**src/rtl/jtag_dbg_dreg_fifo.sv**
```systemverilog
// Purpose: JTAG debug data register (capture/shift chain) feeding a DEPTH-entry update FIFO toward the CPU debug unit.
// Latency: an Update-DR push is visible on REG_UPDATE/REG_Q one JTCK cycle after the push edge; a pop shows the next head one cycle later.
// Backpressure: the CPU drains with REG_UPDATE/REG_ACK; an update arriving on a full FIFO with no pop is dropped and flags OVERFLOW.
// Optional feature: define JTAG_DBG_DREG_PARITY_EN to add an even-parity bit at the chain MSB and reject bad-parity updates (PAR_ERR).
module jtag_dbg_dreg_fifo #(
    parameter int DATA_W = 8,
    parameter int ADDR_W = 3,
    parameter int DEPTH  = 4
) (
    input  logic                       JTCK,
    input  logic                       JRSTN,
    input  logic                       JTDI,
    output logic                       JTDO2,
    input  logic                       JSHIFT,
    input  logic                       JUPDATE,
    input  logic                       JCE2,
    input  logic                       JTAGREG_ENABLE,
    input  logic [DATA_W-1:0]          REG_D,
    input  logic [ADDR_W-1:0]          REG_ADDR_D,
    output logic [DATA_W-1:0]          REG_Q,
    output logic [ADDR_W-1:0]          REG_ADDR_Q,
    output logic                       REG_UPDATE,
    input  logic                       REG_ACK,
    output logic [$clog2(DEPTH):0]     FIFO_LEVEL,
    output logic                       OVERFLOW,
    input  logic                       OVF_CLR,
    output logic                       PAR_ERR
);

    localparam int L  = DATA_W + ADDR_W;
`ifdef JTAG_DBG_DREG_PARITY_EN
    localparam int CL = L + 1;
`else
    localparam int CL = L;
`endif
    localparam int AW = $clog2(DEPTH);
    localparam int LW = AW + 1;

    logic [CL-1:0] sr_q, sr_d;
    logic          upd_q, upd_d;
    logic [L-1:0]  mem_q [DEPTH];
    logic [L-1:0]  mem_d [DEPTH];
    logic [LW-1:0] wptr_q, wptr_d;
    logic [LW-1:0] rptr_q, rptr_d;
    logic          ovf_q, ovf_d;

    logic          sel;
    logic          upd_pulse;
    logic          par_ok;
    logic [CL-1:0] cap_word;
    logic [LW-1:0] level;
    logic          empty;
    logic          full;
    logic          pop;
    logic          push_req;
    logic          push;
    logic          drop;
    logic [L-1:0]  head;

    assign sel       = JTAGREG_ENABLE & JCE2;
    assign upd_d     = JUPDATE & JTAGREG_ENABLE;
    assign upd_pulse = upd_d & ~upd_q;

`ifdef JTAG_DBG_DREG_PARITY_EN
    logic par_err_q, par_err_d;
    // Parity bit sits above the address so it is the first bit shifted out.
    assign cap_word = {^{REG_ADDR_D, REG_D}, REG_ADDR_D, REG_D};
    assign par_ok   = ~(^sr_q);
    assign PAR_ERR  = par_err_q;
`else
    assign cap_word = {REG_ADDR_D, REG_D};
    assign par_ok   = 1'b1;
    assign PAR_ERR  = 1'b0;
`endif

    // Pointers carry one extra wrap bit so full and empty are distinguishable.
    assign level    = wptr_q - rptr_q;
    assign empty    = (level == '0);
    assign full     = (level == LW'(DEPTH));
    assign pop      = REG_ACK & ~empty;
    assign push_req = upd_pulse & par_ok;
    // A simultaneous pop frees the slot, so a full FIFO still accepts the push.
    assign push     = push_req & (~full | pop);
    assign drop     = push_req & full & ~pop;

    assign head       = mem_q[rptr_q[AW-1:0]];
    assign REG_UPDATE = ~empty;
    assign REG_Q      = empty ? '0 : head[DATA_W-1:0];
    assign REG_ADDR_Q = empty ? '0 : head[L-1:DATA_W];
    assign FIFO_LEVEL = level;
    assign OVERFLOW   = ovf_q;
    assign JTDO2      = sr_q[CL-1];

    // Scan chain next state: capture when selected outside Shift-DR, shift MSB-out when in it.
    always_comb begin
        sr_d = sr_q;
        if (sel) begin
            if (JSHIFT) begin
                sr_d = {sr_q[CL-2:0], JTDI};
            end else begin
                sr_d = cap_word;
            end
        end
    end

    // FIFO storage, pointers and sticky overflow next state.
    always_comb begin
        mem_d  = mem_q;
        wptr_d = wptr_q;
        rptr_d = rptr_q;
        ovf_d  = ovf_q;
        if (push) begin
            mem_d[wptr_q[AW-1:0]] = sr_q[L-1:0];
            wptr_d                = wptr_q + LW'(1);
        end
        if (pop) begin
            rptr_d = rptr_q + LW'(1);
        end
        if (OVF_CLR) begin
            ovf_d = 1'b0;
        end
        if (drop) begin
            ovf_d = 1'b1;
        end
    end

    // State registers; reset aborts any scan in progress and empties the FIFO.
    always_ff @(posedge JTCK or negedge JRSTN) begin
        if (!JRSTN) begin
            sr_q   <= '0;
            upd_q  <= 1'b0;
            wptr_q <= '0;
            rptr_q <= '0;
            ovf_q  <= 1'b0;
            for (int i = 0; i < DEPTH; i++) begin
                mem_q[i] <= '0;
            end
        end else begin
            sr_q   <= sr_d;
            upd_q  <= upd_d;
            wptr_q <= wptr_d;
            rptr_q <= rptr_d;
            ovf_q  <= ovf_d;
            mem_q  <= mem_d;
        end
    end

`ifdef JTAG_DBG_DREG_PARITY_EN
    // Sticky parity error; only reset clears it.
    always_comb begin
        par_err_d = par_err_q;
        if (upd_pulse && !par_ok) begin
            par_err_d = 1'b1;
        end
    end

    // Parity error flag register.
    always_ff @(posedge JTCK or negedge JRSTN) begin
        if (!JRSTN) begin
            par_err_q <= 1'b0;
        end else begin
            par_err_q <= par_err_d;
        end
    end
`endif

endmodule
```
**config.mk**
```make
export PLATFORM = sky130hd
export DESIGN_NAME = jtag_dbg_dreg_fifo
export DESIGN_NICKNAME = d
export VERILOG_FILES = /design/src/rtl/jtag_dbg_dreg_fifo.sv
export SDC_FILE = /design/constraint.sdc
export NUM_CORES = 1
export LEC_CHECK = 0
export BUFFER_PORTS_ARGS = -buffer_cell sky130_fd_sc_hd__buf_2
export CAP_MARGIN = 30
export CORE_UTILIZATION = 40
export CTS_CLUSTER_DIAMETER = 50
export DETAILED_ROUTE_END_ITERATION = 10
export SLEW_MARGIN = 20
export SYNTH_ARGS = -nofsm -noshare
export SYNTH_HDL_FRONTEND = slang
export SYNTH_SLANG_ARGS = --single-unit
```
**constraint.sdc**
```tcl
create_clock -name JTCK -period 2.4 [get_ports JTCK]
set_clock_uncertainty 0.1 [all_clocks]
set_input_delay 0.36 -clock JTCK [delete_from_list [all_inputs] [get_ports JTCK]]
set_output_delay 0.36 -clock JTCK [all_outputs]
set_load 0.1 [all_outputs]
```
After elaboration in Yosys (flattened, before gate mapping):

Index checks and enable logic that the tools add are counted.

* $add $sub $neg: 3
* reduce and logical (&&, ||, !) cells: 3
* equal/unequal tests: 1
* muxes and demuxes: 11
* bitwise logic cells: 14
* order comparisons: 3

Operators by type and width (count)
* $bwmux 44: 1
* $mux 11: 4
* $bmux 11 s2: 1
* $demux 11 s2: 1
* $mux 8: 1
* $and 1x1->1: 7
* $add 3x1->3 const B: 2
* $ge 3x3->1 const B: 2
* $not 2->3: 2
* $not 1->1: 4
* $eq 3x3->1 const B: 1
* $logic_not 3->1: 1
* $lt 3x1->1 const B: 1
* $mux 3: 1
* $sub 3x3->3: 1
* $mux 1: 2
* $reduce_bool 2->1: 1
* $logic_and 1x1->1: 1
* $or 1x1->1: 1

* word-level logic and storage cells: 44
* output and inout bits: 18
* input port bits: 20
* register bits after elaboration: 63

Longest topological paths before layout:

* depth in word-level cells: 7
* gate-level depth with buffers: 8
* mapped depth without buffers: 7

Worst setup path before layout:

OpenSTA, ideal clock, no wires.

* kind: reg2out
* start: reg wptr_q[0]
* end: out REG_ADDR_Q[0]
* required time: 1940 ps
* arrival time: 3590 ps
* path buffers: 1
* stages on the path, launching flop included: 9
* slack: -1650 ps
* cell sequence: dfrtp_1 -> inv_1 -> ha_1 -> fa_1 -> xnor3_2 -> inv_2 -> nor2_1 -> buf_2 -> nor2b_1

* word-level cells in the longest chain between the ends: 3

RTL lines
* start: declaration: RTL line 43 `logic [LW-1:0] wptr_q, wptr_d;`
* start signal: assignment: RTL line 141 `wptr_q <= wptr_d;`
* $sub 3x3->3: RTL line 77 `assign level = wptr_q - rptr_q;`
* named net FIFO_LEVEL[2]: RTL line 24 `output logic [$clog2(DEPTH):0] FIFO_LEVEL,`
* $logic_not 3->1: RTL line 78 `assign empty = (level == '0);`
* $mux 3: RTL line 89 `assign REG_ADDR_Q = empty ? '0 : head[L-1:DATA_W];`
* end: declaration: RTL line 21 `output logic [ADDR_W-1:0] REG_ADDR_Q,`

The timed path passes the listed nets, and every way through them passes these cells.

Final worst setup path:

* start: reg rptr_q[0]
* end: out REG_ADDR_Q[2]

* word-level cells in the longest chain between the ends: 5
* elaborated cells between the ends (all ways): 7
* those cells by class: add/sub: 1; mux: 4; bitwise: 1; reduce/logical: 1

RTL lines
* start: declaration: RTL line 44 `logic [LW-1:0] rptr_q, rptr_d;`
* start signal: assignment: RTL line 142 `rptr_q <= rptr_d;`
* parallel branches: the longest is 4 deep, another holds $sub 3x3->3
* $mux 3 *: RTL line 89

Every way passes the cells marked *. The select of a mux whose other input is x is not followed.

==> results.md <==
* DRT iter0 DRCs at 92
* Layout cells sized above 1 at 0.577
* R2r endpoint: mem_q[2]
* Max_cap viols at 0
* Post-synth top area share at 0.502
* Cell taking the most area after synthesis: dfrtp_1
* Synthesis-stage register bit count at 63
* F_max at 0.380 GHz
* TritonCTS clock tree: yes
* Fin. max-slew vios at 0
* Crit end category: primary output
* Slowest cell on the critical path: dfrtp_1
* Num ports at 38
* Final setup vio count at 55
* Worst-path fanout max at 7
* GR Overflow Total at 0
* Via density at 4.92
* Crit Path Class: flop to primary output
* Hold crit path type: primary input to flop
* R2R cell count at 8
* Library cells used by synthesis at 30
* Reg2reg start: rptr_q[0]
* Full die area at 8210 µm²
* Drt first pass iters at 4
* Detailed placement HPWL at 4540 µm
* Root buffer cell: clkbuf_8
* Port bufs at 36
* Avg WL per Cell at 17.8 µm
* Clk slew on worst S/H paths at 70 ps
* Cell mode on critical path: buf_12
* CTS Buf Count at 9
* N_diodes at 0
* Cell Area, Placed at 3880 µm²
* Initial Utilization at 0.424
* Worst path bufs/invs at 3
* Layout area overhead at 37.3%
* Crit-path leading delay family: adder cells
* Max incr delay on CP at 410 ps
* RePlAce Congestion at 0.762
* Synth top area cells: dfrtp_1 (50%), mux2_4 (14%), mux4_2 (7.9%)
* Fill count at 566
* Clk buf depth at 2
* Chip Width at 90.6 µm
* WP depth at 8
* Final design utilization at 0.582
* Avg Inst Size Synth at 14.9 µm²
* Clk_lat worst skew at 340 ps
* Nets@finish at 303
* Clock sink count at 63
* CP cell instances: ha_4, fa_2, xnor3_2, inv_8, nor2_4, buf_12, nor2b_4, buf_12
* Crit. Startpoint: rptr_q[0]
* GRT Overall Usage at 0.179
* Post-route ant nets at 0
* Largest net degree at the start of global routing at 29
* Worst slew pin tran at 684 ps
* Final hold vios at 0
* Worst setup SP type: flop
* Vias in the first global route at 1939
* Initial antenna violation count at 0
* Failing checks: setup timing
* R2r setup slk at -90 ps
* Core area at 7410 µm²
* Worst EP arrival at 2170 ps
* Crit path setup slack, layout at -232 ps
* Commonest non-fill, non-tap cell in the layout: dfrtp_1
* Cell area after layout at 4310 µm²
* Worst setup path end: REG_ADDR_Q[2]
* Data required, critical path at 1940 ps
* Post-route DRC at 0
* RSZ-0062 raised after global routing: yes
* Post-synth design cell area at 3140 µm²
* Status: finished with violations
* H-tree depth at 3
* Final worst path period need at 2630 ps
* Die H at 90.6 µm
* Global-route wire length before repair at 10900 µm
* Ys Warns at 0
* Seq/Total Area, Yosys at 0.502
* Net Count, Synth at 238
* FP Rows at 31
* Syn Inst Count at 211
* Vias at 1869
* Drt total wl at 6770 µm
* Most frequent cells in the layout: dfrtp_1 (63), mux2_4 (42), buf_2 (21)
* Tcrit/Tclk final at 1.10
* Slew HR at 0.544
==> cells by family after synthesis <==
group | share of synthesized area
multiplexers | 0.315
flip-flops | 0.502
AND/OR/NAND/NOR | 0.0454
buffers and inverters | 0.0378
AO/OA/AOI/OAI | 0.0498
adder cells (fa/ha/maj) | 0.0303
XOR/XNOR | 0.0187
other | 0.00119
==> worst register-to-register path, cell delays in order (launching register included) <==
cell,delay (ps)
dfrtp_1,410
ha_4,170
fa_2,550
buf_4,110
nand3b_1,90
buf_6,160
o2111ai_4,270
buf_6,200
mux2_4,310
==> sequential cells by signal, indices dropped and copies added, names as in the netlist <==
name / cells
OVERFLOW: 1
mem_q: 44
rptr_q: 3
sr_q: 11
upd_q: 1
wptr_q: 3
==> through the flow <==
| step | hold WS, ps | std cells | setup slack (ps) | TNS, ps |
|---|---|---|---|---|
| after floorplan | -35.6 | 211 | -326 | -3290 |
| after global placement | 346 | 358 | 16.3 | 0 |
| after detailed placement | 335 | 358 | -8.27 | -21.1 |
| after CTS | 190 | 375 | -320 | -3500 |
| after global routing | 209 | 380 | -321 | -8650 |
| final | 200 | 380 | -232 | -4000 |
==> layout make-up <==
cell class,count,area [µm²],area share
Clock buffer,11,151,0.0351
Clock inverter,5,80.1,0.0186
Inverter,8,41.3,0.00957
Multi-Input combinational cell,128,1630,0.378
Sequential cell,63,1580,0.366
Tap cell,99,124,0.0287
Timing Repair Buffer,66,708,0.164
==> how the worst min path moves through the flow <==
stage	startpoint	end	cells after the start
floorplan	JRSTN	OVERFLOW	0
global placement	JRSTN	rptr_q[2]	1
detailed placement	JRSTN	mem_q[7]	1
CTS	OVF_CLR	OVERFLOW	3
global route	OVF_CLR	OVERFLOW	3
finish	OVF_CLR	OVERFLOW	3
==> layer usage <==
metal  part of all wire  GRT usage  up-vias  routed length (µm)
met5                  0          0        -                   0
met4             0.0062     0.0524        0                  42
met3              0.039     0.0530        2                 262
met2               0.49      0.264       28                3330
met1               0.46      0.255      959                3140
li1                   -          -      880                   -
==> cell usage after synthesis <==
master,n
and2_2,1
a21oi_1,11
nand2_1,1
mux2_2,7
buf_2,2
mux4_2,11
a32o_1,1
xnor3_2,1
o21ai_1,1
mux2i_1,11
nand3b_1,1
conb_1,1
inv_2,1
o2111ai_4,1
nor2b_1,11
buf_4,1
buf_6,5
mux2_4,30
buf_1,1
o211ai_1,2
and2_0,1
ha_1,6
o2111ai_2,3
xnor2_1,4
fa_1,1
nor2_1,13
dfrtp_1,63
clkbuf_1,3
inv_1,7
mux2_1,9
==> timing repair <==
| item | CTS | global route |
|---|---|---|
| gates resized for setup | 14 | 21 |
| setup endpoints to repair | 20 | 55 |
| hold buffers | 1 | 0 |
| hold endpoints to repair | 26 | 0 |
| buffers inserted | 1 | 5 |
| pin swaps | 1 | 3 |
Power is not shown: default switching activity piles up to over one toggle a cycle in this logic, so the estimate is an artifact.
